`config.mk`:
```
export PLATFORM = sky130hd
export DESIGN_NAME = row_fifo_reader
export DESIGN_NICKNAME = d
export VERILOG_FILES = /design/src/rtl/row_fifo_reader.sv
export SDC_FILE = /design/constraint.sdc
export NUM_CORES = 1
export LEC_CHECK = 0
export ABC_AREA = 1
export BUFFER_PORTS_ARGS = -buffer_cell sky130_fd_sc_hd__buf_2
export CAP_MARGIN = 5
export CELL_PAD_IN_SITES_DETAIL_PLACEMENT = 0
export CELL_PAD_IN_SITES_GLOBAL_PLACEMENT = 1
export CORE_MARGIN = 5
export CORE_UTILIZATION = 40
export DETAILED_ROUTE_END_ITERATION = 8
export PLACE_DENSITY_LB_ADDON = 0.15
export RECOVER_POWER = 25
export SLEW_MARGIN = 25
export SYNTH_ARGS = -nofsm -noshare
export SYNTH_HDL_FRONTEND = slang
export SYNTH_SLANG_ARGS = --single-unit
```
`constraint.sdc`:
```
create_clock -name clk -period 17.6 [get_ports clk]
set_clock_uncertainty 0.2 [all_clocks]
set_input_delay 2.64 -clock clk [delete_from_list [all_inputs] [get_ports clk]]
set_output_delay 2.64 -clock clk [all_outputs]
set_load 0.01 [all_outputs]
```
`src/rtl/row_fifo_reader.sv`:
```
// row_fifo_reader: drains Wh parallel row FIFOs in fixed-length row bursts onto a valid/ready stream.
// Optional macro ROW_READER_ZERO_PAD_EN appends PAD_ROWS all-zero rows to every frame.
module row_fifo_reader #(
  parameter int DATA_WIDTH = 8,
  parameter int Wh         = 3,
  parameter int Iw         = 7,
  parameter int BURST_LEN  = 16,
  parameter int ROW_COUNT  = 50,
  parameter int PAD_ROWS   = 4,
  parameter int ROW_WIDTH  = 10
) (
  input  logic                       clk,
  input  logic                       rst,
  input  logic                       start,
  input  logic [Wh-1:0]              fifo_prog_empty,
  output logic [Wh-1:0]              fifo_rden,
  input  logic [Wh*Iw*DATA_WIDTH-1:0] fifo_dout,
  output logic                       out_valid,
  input  logic                       out_ready,
  output logic [Wh*Iw*DATA_WIDTH-1:0] out_data,
  output logic                       out_last,
  output logic [ROW_WIDTH-1:0]       row_idx,
  output logic                       busy,
  output logic                       frame_done
);

  // state | meaning
  // IDLE  | waiting for start
  // WAIT  | row pending, waiting for every FIFO above prog-empty
  // BURST | issuing BURST_LEN reads (or zero words on a pad row)
  // DRAIN | reads done, emptying in-flight word and skid buffer
  // GAP   | two idle cycles between rows
  // DONE  | frame complete, frame_done pulse

  localparam int WORD_W = Wh * Iw * DATA_WIDTH;
`ifdef ROW_READER_ZERO_PAD_EN
  localparam bit PAD_EN = 1'b1;
`else
  localparam bit PAD_EN = 1'b0;
`endif
  localparam int TOTAL_ROWS = ROW_COUNT + (PAD_EN ? PAD_ROWS : 0);
  localparam logic [ROW_WIDTH-1:0] LAST_ROW = ROW_WIDTH'(TOTAL_ROWS - 1);
  localparam logic [ROW_WIDTH-1:0] BURST_LD = ROW_WIDTH'(BURST_LEN);
  localparam logic [ROW_WIDTH-1:0] ONE      = ROW_WIDTH'(1);

  typedef enum logic [2:0] {S_IDLE, S_WAIT, S_BURST, S_DRAIN, S_GAP, S_DONE} state_t;
  state_t state_q, state_d;

  logic [ROW_WIDTH-1:0] burst_rem_q, burst_rem_d;
  logic [ROW_WIDTH-1:0] row_q, row_d;
  logic                 gap_cnt_q, gap_cnt_d;
  logic                 fly_q, fly_d, fly_last_q, fly_last_d, fly_pad_q, fly_pad_d;
  logic                 v0_q, v0_d, v1_q, v1_d, l0_q, l0_d, l1_q, l1_d;
  logic [WORD_W-1:0]    d0_q, d0_d, d1_q, d1_d;

  logic              pad_row, next_pad, issue, push, pop;
  logic [1:0]        pending;
  logic [WORD_W-1:0] push_data;

  assign pad_row  = PAD_EN && (row_q >= ROW_WIDTH'(ROW_COUNT));
  assign next_pad = PAD_EN && (row_q >= ROW_WIDTH'(ROW_COUNT - 1));
  assign pop      = v0_q & out_ready;
  assign pending  = {1'b0, v0_q} + {1'b0, v1_q} + {1'b0, fly_q};
  // A pop in the same cycle frees a slot, so reads keep going at full rate under ready.
  assign issue    = (state_q == S_BURST) && (burst_rem_q != '0) && ((pending < 2'd2) || pop);
  assign push      = fly_q;
  assign push_data = fly_pad_q ? '0 : fifo_dout;

  always_ff @(posedge clk or posedge rst) begin
    if (rst) state_q <= S_IDLE;
    else     state_q <= state_d;
  end

  always_comb begin
    state_d = state_q;
    case (state_q)
      S_IDLE:  if (start) state_d = S_WAIT;
      S_WAIT:  if (~|fifo_prog_empty) state_d = S_BURST;
      S_BURST: if (issue && burst_rem_q == ONE) state_d = S_DRAIN;
      S_DRAIN: if (!v0_q && !v1_q && !fly_q) state_d = S_GAP;
      S_GAP:   if (gap_cnt_q == 1'b0) begin
                 if (row_q == LAST_ROW) state_d = S_DONE;
                 else if (next_pad)     state_d = S_BURST;
                 else                   state_d = S_WAIT;
               end
      S_DONE:  state_d = S_IDLE;
      default: state_d = S_IDLE;
    endcase
  end

  always_comb begin
    fifo_rden  = {Wh{issue & ~pad_row}};
    busy       = (state_q != S_IDLE);
    frame_done = (state_q == S_DONE);
    out_valid  = v0_q;
    out_data   = d0_q;
    out_last   = v0_q & l0_q;
    row_idx    = row_q;
  end

  always_comb begin
    burst_rem_d = burst_rem_q;
    gap_cnt_d   = gap_cnt_q;
    row_d       = row_q;
    if (state_d == S_BURST && state_q != S_BURST) burst_rem_d = BURST_LD;
    else if (issue)                               burst_rem_d = burst_rem_q - ONE;
    if (state_d == S_GAP && state_q != S_GAP) gap_cnt_d = 1'b1;
    else if (state_q == S_GAP)                gap_cnt_d = 1'b0;
    if (state_q == S_GAP && gap_cnt_q == 1'b0)
      row_d = (row_q == LAST_ROW) ? '0 : row_q + ONE;
    fly_d      = issue;
    fly_last_d = issue && (burst_rem_q == ONE);
    fly_pad_d  = issue && pad_row;
  end

  // Two-entry skid: entry 0 is always the head presented downstream.
  always_comb begin
    v0_d = v0_q; v1_d = v1_q; l0_d = l0_q; l1_d = l1_q; d0_d = d0_q; d1_d = d1_q;
    case ({push, pop})
      2'b10: begin
        if (!v0_q) begin v0_d = 1'b1; d0_d = push_data; l0_d = fly_last_q; end
        else       begin v1_d = 1'b1; d1_d = push_data; l1_d = fly_last_q; end
      end
      2'b01: begin
        v0_d = v1_q; d0_d = d1_q; l0_d = l1_q & v1_q; v1_d = 1'b0; l1_d = 1'b0;
      end
      2'b11: begin
        if (v1_q) begin
          d0_d = d1_q; l0_d = l1_q; d1_d = push_data; l1_d = fly_last_q;
        end else begin
          d0_d = push_data; l0_d = fly_last_q;
        end
      end
      default: ;
    endcase
  end

  always_ff @(posedge clk or posedge rst) begin
    if (rst) begin
      burst_rem_q <= '0;
      gap_cnt_q   <= 1'b0;
      row_q       <= '0;
      fly_q       <= 1'b0;
      fly_last_q  <= 1'b0;
      fly_pad_q   <= 1'b0;
      v0_q        <= 1'b0;
      v1_q        <= 1'b0;
      l0_q        <= 1'b0;
      l1_q        <= 1'b0;
      d0_q        <= '0;
      d1_q        <= '0;
    end else begin
      burst_rem_q <= burst_rem_d;
      gap_cnt_q   <= gap_cnt_d;
      row_q       <= row_d;
      fly_q       <= fly_d;
      fly_last_q  <= fly_last_d;
      fly_pad_q   <= fly_pad_d;
      v0_q        <= v0_d;
      v1_q        <= v1_d;
      l0_q        <= l0_d;
      l1_q        <= l1_d;
      d0_q        <= d0_d;
      d1_q        <= d1_d;
    end
  end

endmodule

```
==> results, run 1 <==
- The count of input and output buffers is 359.
- The number of DRC violations after detailed routing is 0.
- The net count of the finished layout is ~2,500.
- The number of enable-type register cells in the synthesized netlist is 0.
- The worst-case IR drop observed on VDD is roughly 0.00009 V.
- For this run, the total global-route usage over all layers was measured as around a fifth.
- TritonCTS built the clock tree.
- Summed over all layers, the routed wires come to about 46 mm.
- The number of endpoints failing setup at the final stage is 0.
- The synthesized design contains roughly 370 register bits.
- The ratio of cells with drive above 1 in the final layout is about 18%.
- The die span in x is 213 um.
- For the pin with the worst max-slew slack, the measured transition is roughly 4.3 ns.
- The flow ran to the end, but the final reports show violations.
- The number of unique standard cell types used by synthesis is 34.
- The number of warnings printed during yosys synthesis is 0.
- In this run the power density over the cells is 178 nW/um^2.
- The critical path ends at out_data[5].
- The slack of the critical path is 8.85 ns.
- The worst setup path is captured at an asynchronous set/reset pin.
- The die covers 45,500 um^2.
- The post-synthesis sequential area ratio is 55.4%.
- The critical path launch point type is an input port.
- Tracing the worst setup path back leads to its startpoint at rst.
- The post-placement setup slack is 11.22 ns.
- The number of H-tree branching levels is 2.
- After detailed routing, no signal wire sits above met5.
- The effective utilization at floorplan is 40.5%.
- The number of nets in the synthesized netlist is 2,222.
- The weighted congestion reported at the end of routability-driven placement is 0.794.
- Summed over all layers, the global routing overflow is 0.
- Counting flops with an async set or reset pin after synthesis yields a share of 100%.
- The worst relative slew slack is -188%.
- Synthesis handed over a netlist of 2,037 instances.
- The floorplan step set the die height to 213 um.
- The via count is 13,872.
- The arrival time of the worst setup path is a little over 8 ns.
- The number of global-route vias before repair is 13,504.
- The mean post-synth cell area is 8.12 um^2.
- The worst hold path begins at out_data[134].
- The number of gates resized after CTS was 0.
- In this run the count of I/O pins placed on the die edge is 360.
- In this run the remaining antenna-violating nets after routing total 0.
- The vias per cell is ~4.8.
- The clock insertion delay at the later pin of the skew report is ~0.55 ns.
- The timing-limited maximum frequency is 0.114 GHz.
- Across the run, the number of max-cap violations was 4.
- The worst register-to-register path ends at d1_q[110].
- The number of clock sinks is around 370.
- Clock tree synthesis inserted a total of 42 buffers.
- The checks that failed: max-capacitance violations, max-slew violations.
- For the worst flop-to-flop path, the logic depth is 7.
- In the final timing run, aggregate negative setup slack is 0 ns.
- In the layout the commonest cells are nand2_1 (728), inv_1 (371), dfrtp_1 (366).
- The total count of hold-check failures in the final report is 0.
- The startpoint identified for the worst register-to-register timing path is out_valid.
- The analysis attributes to cell leakage a power of 11.2 nW.
- The largest fanout on the critical path is 96.
- The pin count of the biggest net entering global routing is 121.
- The number of detailed-routing iterations run before antenna repair is 5.
- The kind of path behind the tightest hold check is flip-flop to flip-flop.
- The synthesis-to-layout area growth is 19.6%.
- The maximum clock insertion buffer count is 3.
- With fillers left out, the area of the finished cells amounts to roughly 20,000 um^2.
- Leaving out fill and tap cells, the most frequent cell in the layout is nand2_1.
- The clock-pin slew reported for the worst setup and hold paths after clock tree synthesis is 0.05 ns.
- The count of final max-slew check failures is 319.
- The met1 wire length is 21.4 mm.
- At the worst endpoint, the required time is roughly 17 ns.
- The placement-stage cell area is roughly 19,000 um^2.
- Setup repair after global routing left no endpoint under its margin.
- The total of hold buffers inserted after clock tree synthesis is 0.
- Counting tap cells, the placed design contains a total of 2,829 instances.
- The total core area is 40,800 um^2.
- The HPWL after detailed placement is 29.7 mm.
- The length of routed met3 wiring is roughly 3.0 mm.
- After detailed routing, the average wire length per cell comes to 16.0 um.
- The DRC marker count from the first detailed-route iteration is 1,044.
- The number of antenna violations at the first check in global routing is 10.
- The prevailing post-synth register cell is dfrtp_1.
- The total setup buffers inserted after CTS is 0.
- For flop-to-flop paths, the worst setup slack is 13.77 ns.
- After floorplanning, the core was divided into between 70 and 80 placement rows.
- The area of the mapped netlist is 16,500 um^2.
- Leaving out filler cells and counting taps, the final layout contains between 2,000 and 3,000.
- The first-pass GRT wire length is 73.8 mm.
- Clock tree synthesis selected as its root buffer the cell clkbuf_16.
- The worst path uses 49.7% of the clock period.
- The post-route minimum period is 8.75 ns.
- The detailed-routed wire length on met2 is 20.9 mm.
- The critical path is of the input port to asynchronous set/reset pin type.
[metrics by stage]
step | util, % | total power [mW] | hold WS, ns
3_5_place_dp | 45.3 | 2.73 | 0.260
4_1_cts | 48.5 | 3.59 | 0.275
3_3_place_gp | 45.3 | 2.70 | 0.256
2_1_floorplan | - | 2.30 | 0.253
5_1_grt | 48.4 | 3.83 | 0.287
6_report | 48.4 | 3.53 | 0.271
[cells in the mapped netlist, types with 2 or more instances]
cell type,instances,share of area [%]
nand2_1,724,16
inv_1,371,8.4
dfrtp_1,366,55
o22ai_1,169,6.4
o21ai_0,112,3.4
o21ai_1,65,2.0
buf_2,48,1.5
clkbuf_1,38,0.86
nor2_1,28,0.64
nand3_1,25,0.76
buf_6,14,0.95
buf_4,13,0.59
ha_1,10,0.76
a21oi_1,8,0.24
nor3_1,8,0.24
nand4_1,7,0.26
inv_2,5,0.11
nand2_2,4,0.15
nor2_2,4,0.15
xor2_1,3,0.16
a21oi_2,2,0.11
[layout make-up]
| type | count | area, um^2 |
|---|---|---|
| clock inverter | 1 | 5.00 |
| inverter | 377 | 1430 |
| clock buffer | 66 | 1280 |
| fill | 4123 | 21100 |
| sequential | 366 | 9160 |
| antenna | 6 | 15.0 |
| timing repair buffer | 373 | 1900 |
| tap | 532 | 666 |
| multi-input combinational | 1181 | 5330 |
[where the power goes]
group	internal, mW	leakage [nW]	switching [mW]
Combinational	0.449	5.95	0.820
Clock	0.495	0.631	0.334
Sequential	1.21	4.63	0.217
Total	2.15	11.2	1.37
[sequential cells by signal (all words and copies together), names as in the netlist, 3 cells and up]
| signal | flops |
|---|---|
| burst_rem_q | 10 |
| d1_q | 168 |
| out_data | 168 |
| row_idx | 10 |
| state_q | 3 |
[metal layers]
layer,GRT usage [%],up-vias
li1,-,6921
met1,29.2,6526
met2,30.2,340
met3,4.26,75
met4,6.38,10
met5,0,-
[critical path, stage by stage]
cell and delay (ns):
buf_2 0.10, clkinvlp_2 2.37, clkbuf_1 3.01
[worst min path at each step]
stage                               end  slack, ns  cells after the start
after detailed placement   out_data[26]       0.26                      2
after global routing      out_data[105]       0.29                      2
after floorplan                 d1_q[0]       0.25                      2
after CTS                 out_data[143]       0.28                      2
after global placement     out_data[63]       0.26                      2
final                     out_data[134]       0.27                      2
[logic make-up after synthesis]
logic type      synth area share [%]
fa+ha+maj                      0.756
flops                           55.4
buf+inv                         12.4
xor+xnor                       0.212
compound gates                  12.4
simple gates                    18.8
No activity file was read; power rests on OpenSTA's default activity.
==> run 2, diff against run 1 <==
--- a/config.mk
+++ b/config.mk
@@ -11,7 +11,7 @@
 export CELL_PAD_IN_SITES_DETAIL_PLACEMENT = 0
 export CELL_PAD_IN_SITES_GLOBAL_PLACEMENT = 1
 export CORE_MARGIN = 5
-export CORE_UTILIZATION = 40
+export CORE_UTILIZATION = 36
 export DETAILED_ROUTE_END_ITERATION = 8
 export PLACE_DENSITY_LB_ADDON = 0.15
 export RECOVER_POWER = 25
==> constraint.sdc (replaced) <==
create_clock -name clk -period 7.6 [get_ports clk]
set_clock_uncertainty 0.2 [all_clocks]
set_input_delay 1.14 -clock clk [delete_from_list [all_inputs] [get_ports clk]]
set_output_delay 1.14 -clock clk [all_outputs]
set_load 0.01 [all_outputs]
==> run 2 against run 1 <==
Effect of this change: the flow still finishes with violations (max-capacitance violations, max-slew violations); largest cell class unchanged; global-route usage is 1.2 points lower; hold slack better by 0.0025 ns; combinational power grew 130%; count of clock-buffer cells in the layout grew 8; clock power increased to 2.5 times the previous value; worst setup slack got worse by 5.2 ns.
==> results, run 2 (synthesis results as in run 1) <==
- The maximum ir drop on the vdd rail is 0.000166 V.
- The relative contribution of combinational cells to total power is 35.2%.
- In the routed layout, each cell is associated on average with a via count of about 4.7.
- The total length of routed wires is about 48 mm.
- The largest fanout on the critical path is 11.
- Routability-driven placement finished with a final weighted congestion of approximately 0.8.
- Once the clock tree was built, the resizer swapped 0 gates to a different size.
- The worst register-to-register path begins at out_valid.
- The worst endpoint required time is 6.26 ns.
- The global route total overflow is 0.
- The switching power is 3.25 mW.
- Power spread over the standard cell area amounts to about 420 nW/um^2.
- The number of H-tree branching levels is 2.
- The leakage power figure is 11.3 nW.
- In this run the register-to-register setup slack is ~4.0 ns.
- The floorplan die area is roughly 50,000 um^2.
- The run finished, with violations left.
- The worst path in the final design needs a cycle of ~4.0 ns, including I/O delays and setup.
- The CTS tree is yes.
- Excluding fillers, the count of instances in the completed layout stands at just under 3,000.
- In the final layout, the share of cells above drive strength 1 is 19.0%.
- The first detailed-routing pass took 5 iterations.
- The average wire per standard cell is 16.2 um.
- STA classifies the critical path endpoint as a primary output.
- The clock-pin slew reported for the worst setup and hold paths after clock tree synthesis is 0.05 ns.
- The effective utilization at floorplan is 36.5%.
- Net switching is 38.9% of the power.
- The most common library cell in the layout ignoring fill and taps is nand2_1.
- The placed instances occupy a cell area of 18,600 um^2.
- The endpoint identified for the worst register-to-register timing path is d1_q[65].
- The first-pass GRT wire length is 77.3 mm.
- The floorplan has 78 rows.
- The hold path depth is 2.
- Across every metal layer, demand over resource in global routing totals 18.8%.
- Setup violations remaining at the end of the flow were counted as 0.
- Hold repair after CTS inserted 0 buffers.
- In this run the tightest slew margin relative to its limit is -104%.
- The count of final max-slew check failures is 50.
- The number of antenna violations at the first check in global routing was 9.
- Input and output buffers added on the ports amount to ~360.
- The DRC marker count from the first detailed-route iteration is 845.
- The number of global-route vias before repair was 13,711.
- The path class of the tightest hold or removal check is flip-flop to flip-flop.
- At the worst endpoint, the arrival time is 2.63 ns.
- The total setup buffers inserted after CTS is 0.
- The root buffer cell chosen for the clock tree is clkbuf_16.
- The relative contribution of sequential cells to total power is just under 40%.
- The proportion of power drawn by the clock network is 25.2%.
- Setup repair after global routing left no endpoint under its margin.
- No sink is reached through more buffers than the 3 on the longest clock path.
- The synthesis-to-layout area growth is 21.3%.
- The total number of nets in the final design is 2,529.
- The die span in x is 224 um.
- The die height is approximately 220 um.
- TritonCTS created 45 clock buffers.
- For this run, the top clock speed supported by timing is ~0.25 GHz.
- For the worst-skew pair, the clock arrives at the later sink with an insertion delay of ~0.56 ns.
- For this run, design rule violations remaining after detail routing come to 0.
- The final route contains 13,991 vias.
- Of the available clock period, the critical path in the final layout requires approximately 52%.
- Cell internal power was estimated by the tool at about 5.1 mW.
- The total count of hold-check failures in the final report came to 0.
- The total core area is 45,400 um^2.
- The end of the worst hold path is out_data[93].
- The beginning of the worst hold path is out_data[93].
- Counting every sink on the clock net gives 366.
- STA classifies the critical path startpoint as a flip-flop.
- The number of cells in the design after placement is 2,897.
- In this run the count of I/O pins placed on the die edge is 360.
- The pin slew with the least headroom to its limit is 3.06 ns.
- Entering global routing, the biggest net connects 199 pins.
- The cell count of the worst reg-to-reg path is 6.
- The final reports fail on max-capacitance violations, max-slew violations.
- Leaving out fill and tap cells, the most frequent cells in the layout are nand2_1 (728), inv_1 (371), dfrtp_1 (366).
- The area of all placed cells without fillers is 20,100 um^2.
- In the final timing run, aggregate negative setup slack is 0 ns.
- The classification of the worst setup path is flip-flop to primary output.
- Max-cap violations in this run came to 1.
- Once detailed placement completed, the half-perimeter wirelength came to 30.4 mm.
- The number of nets still failing antenna checks after routing is 0.
-- run 2: how the worst max path moves through the flow --
stage	startpoint	to	slack (ns)	cells past startpoint
after global routing	rst	v1_q	3.13	4
after floorplan	rst	burst_rem_q[0]	1.35	1
after global placement	out_ready	out_data[138]	3.37	12
after detailed placement	out_ready	out_data[123]	3.34	12
after CTS	out_valid	fifo_rden[0]	3.79	9
final	out_valid	fifo_rden[0]	3.63	9
-- run 2: per-layer routing --
| metal | part of all wire (%) | wire (um) | vias to the layer above | GRT usage [%] |
|---|---|---|---|---|
| li1 | - | - | 6933 | - |
| met1 | 45 | 21800 | 6652 | 26.1 |
| met2 | 46 | 22100 | 306 | 29.5 |
| met3 | 5.9 | 2850 | 84 | 4.57 |
| met4 | 2.7 | 1320 | 16 | 5.81 |
| met5 | 0.21 | 103 | - | 0 |
-- run 2: cell type report --
| cell class | count | area, um^2 |
|---|---|---|
| well taps | 600 | 751 |
| inverters | 377 | 1430 |
| clock inverters | 8 | 46.3 |
| clock buffers | 74 | 1430 |
| diodes | 1 | 2.50 |
| flip-flops and latches | 366 | 9160 |
| repair buffers | 373 | 1940 |
| fillers | 4677 | 25300 |
| multi-input cells | 1181 | 5320 |
-- run 2: stage by stage --
stage | hold WS, ns | worst slack (ns) | util (%) | total power [mW]
2_1_floorplan | 0.253 | 1.35 | - | 5.32
5_1_grt | 0.293 | 3.13 | 44.2 | 9.09
3_5_place_dp | 0.261 | 3.34 | 41.1 | 6.36
3_3_place_gp | 0.259 | 3.37 | 41.1 | 6.31
6_report | 0.274 | 3.63 | 44.2 | 8.38
4_1_cts | 0.278 | 3.79 | 44.3 | 8.54
-- run 2: power by group through the flow --
stage	combinational, mW	clock [mW]	sequential [mW]
finish	2.95	2.11	3.31
global route	3.40	2.28	3.42
CTS	3.03	2.19	3.32
detailed placement	3.02	0	3.34
global placement	2.97	0	3.33
floorplan	1.92	0	3.40
-- run 2: critical path, cell delays in order, from the launching register on --
cell	delay, ns
dfrtp_1	0.53
inv_1	0.18
ha_1	0.31
inv_1	0.03
nand2_1	0.05
nand2_1	0.05
a21oi_1	0.18
nand2_1	0.23
inv_1	0.32
buf_2	0.20
==> run 3, diff against run 2 <==
--- a/config.mk
+++ b/config.mk
@@ -11,7 +11,7 @@
 export CELL_PAD_IN_SITES_DETAIL_PLACEMENT = 0
 export CELL_PAD_IN_SITES_GLOBAL_PLACEMENT = 1
 export CORE_MARGIN = 5
-export CORE_UTILIZATION = 36
+export CORE_UTILIZATION = 40
 export DETAILED_ROUTE_END_ITERATION = 8
 export PLACE_DENSITY_LB_ADDON = 0.15
 export RECOVER_POWER = 25
==> constraint.sdc (replaced) <==
create_clock -name clk -period 3.8 [get_ports clk]
set_clock_uncertainty 0.2 [all_clocks]
set_input_delay 0.57 -clock clk [delete_from_list [all_inputs] [get_ports clk]]
set_output_delay 0.57 -clock clk [all_outputs]
set_load 0.01 [all_outputs]
==> run 3 against run 2 <==
Effect of this change: the flow now finishes without violations; first-iteration DRC count is 5.0% lower; total power is 96% higher; sequential cell count is the same.
==> results, run 3 (synthesis results as in run 1) <==
- The average wire per standard cell is 16.0 um.
- The worst endpoint required time is 3.03 ns.
- The die is around 210 um tall.
- The DRC marker count from the first detailed-route iteration is 803.
- The largest incremental delay on the critical path is 0.53 ns.
- Among cell families on the critical path, the largest total delay comes from buffers and inverters.
- The maximum ir drop on the vdd rail is 0.000343 V.
- The number of global-route vias before repair was 14,082.
- The H-tree was split into 2 levels.
- The number of DRC violations after detailed routing is 0.
- The number of endpoints failing setup at the final stage is 0.
- Derived from the worst setup path, the maximum achievable clock frequency is 0.323 GHz.
- The finished cells cover between 15,000 and 20,000 um^2.
- In this run the cell area measured after placement is 18,700 um^2.
- The total core area is 40,800 um^2.
- The number of clock buffers added by TritonCTS is 42.
- The global route total overflow is 0.
- Of all nets on the critical path, the largest fanout is 11.
- The clock-pin slew reported for the worst setup and hold paths after clock tree synthesis is approximately 0.060 ns.
- CTS placed an instance of clkbuf_16 at the clock tree root.
- Setup repair after global routing left no endpoint under its margin.
- The type of element capturing the critical path is a primary output.
- The kind of path behind the tightest hold check is input port to flip-flop.
- The final critical path takes up 81.5% of the cycle.
- The arrival time of the worst setup path is 2.33 ns.
- In this run the deepest clock path goes through 3 buffers.
- The congestion estimate from routability-driven global placement came to 0.792.
- The power per standard cell area is 826 nW/um^2.
- The total count of hold-check failures in the final report is 0.
- The critical path goes through inv_1 -> ha_1 -> inv_1 -> nand2_1 -> nand2_1 -> a21oi_2 -> nand2_2 -> inv_2 -> buf_2.
- The effective utilization at floorplan is 40.5%.
- Across the run, the number of max-cap violations was 0.
- The post-route minimum period is 3.10 ns.
- The first-pass GRT wire length is 75.2 mm.
- The most common library cell in the layout ignoring fill and taps is nand2_1.
- The worst relative slew slack is 16.6%.
- Leaving out fill and tap cells, the most frequent cells in the layout are nand2_1 (726), inv_1 (370), dfrtp_1 (366).
- From synthesis to final layout, the design area changed by 20.3%.
- The pin slew with the least headroom to its limit is 1.24 ns.
- For this block, the routed nets add up to 46.7 mm of wire.
- The number of nets still failing antenna checks after routing is 0.
- The setup path with the least slack is of type flip-flop to primary output.
- For this design, the slowest cell found on the critical path is dfrtp_1.
- Entering global routing, the biggest net connects 171 pins.
- After legalization and detailed placement, the total HPWL measured 30.1 mm.
- STA classifies the critical path startpoint as a flip-flop.
- Of the cells placed in the final design, the portion with a size suffix greater than 1 is approximately 15%.
- 360 I/O pins were placed.
- For this design, the sink count on the clock tree is 366.
- The number of detailed-routing iterations run before antenna repair is 5.
- The flow ran to the end, and the final reports show no timing, DRC or antenna violations.
- The total number of nets in the final design is 2,536.
- The all-layer global routing usage is 20.3%.
- After floorplanning, the core was divided into 74 placement rows.
- The die span in x is about 210 um.
- Input and output buffers added on the ports amount to ~360.
- The clock reaches the later pin of the worst-skew pair after 0.55 ns.
- The post-cts repair resize count is 0.
- Summed over all cells, the static leakage comes to 11.0 nW.
- The number of antenna violations at the first check in global routing was 2.
- The core occupancy in the finished layout is 48.7%.
- The CTS tree is yes.
- The die covers 45,500 um^2.
- The via count is 13,928.
- The vias per cell is 4.78.
- The final total power is 16.4 mW.
- The count of final max-slew check failures is 0.
- The critical path buffer and inverter count is 4.
==> run 3: worst paths after layout <==
check,from,end,slack [ns],cells after the start
worst max register to register,out_valid,out_data[80],0.96,11
worst max-delay path,out_valid,fifo_rden[0],0.70,9
worst min register to register,out_data[70],out_data[70],0.27,2
max in group asynchronous,rst,d1_q[123],0.92,4
worst min-delay path,fifo_dout[99],d1_q[99],0.08,3
min in group asynchronous,rst,out_data[42],0.62,3
==> run 3: metal layers <==
layer  wire (um)  vias up  part of all wire, %  global-route usage (%)
li1            -     6954                    -                       -
met3        2600       64                  5.6                    3.25
met1       21900     6585                   47                    29.1
met2       21100      323                   45                    32.2
met4        1140        2                  2.4                    5.88
met5          13        -                0.028                       0
==> run 3: timing repair <==
action,in CTS,in global routing
endpoints found under the hold margin,19,0
hold buffers,1,0
buffers inserted,0,0
==> run 3: power breakdown <==
part | switching, mW | internal (mW)
sequential | 1.04 | 5.60
clock | 1.59 | 2.30
combinational | 3.82 | 2.08
total | 6.45 | 9.98
==> run 3: final cells by class <==
type / instances / area (um^2)
Multi-Input combinational cell: 1181 / 5340
Antenna cell: 2 / 5.00
Tap cell: 532 / 666
Inverter: 377 / 1420
Sequential cell: 366 / 9160
Timing Repair Buffer: 383 / 1990
Clock inverter: 5 / 32.5
Clock buffer: 69 / 1280
Fill cell: 4071 / 20900
==> run 3: worst register-to-register path: stages (launching register included) <==
cell     delay, ns
dfrtp_1       0.53
nand2_1       0.26
inv_1         0.13
ha_1          0.32
nor2_1        0.08
inv_1         0.08
nand2_1       0.09
inv_4         0.38
buf_4         0.40
o22ai_1       0.14
nand2_1       0.08
nand2_1       0.05
==> run 3: through the flow <==
step                worst slack [ns]  hold slack, ns  TNS (ns)  instances
floorplan                      -1.88           0.253   -688.16       2037
global placement               0.975           0.257         0       2838
detailed placement             0.936           0.259         0       2838
CTS                            0.629          0.0433         0       2913
global route                   0.464          0.0784         0       2914
finish                         0.704          0.0784         0       2915
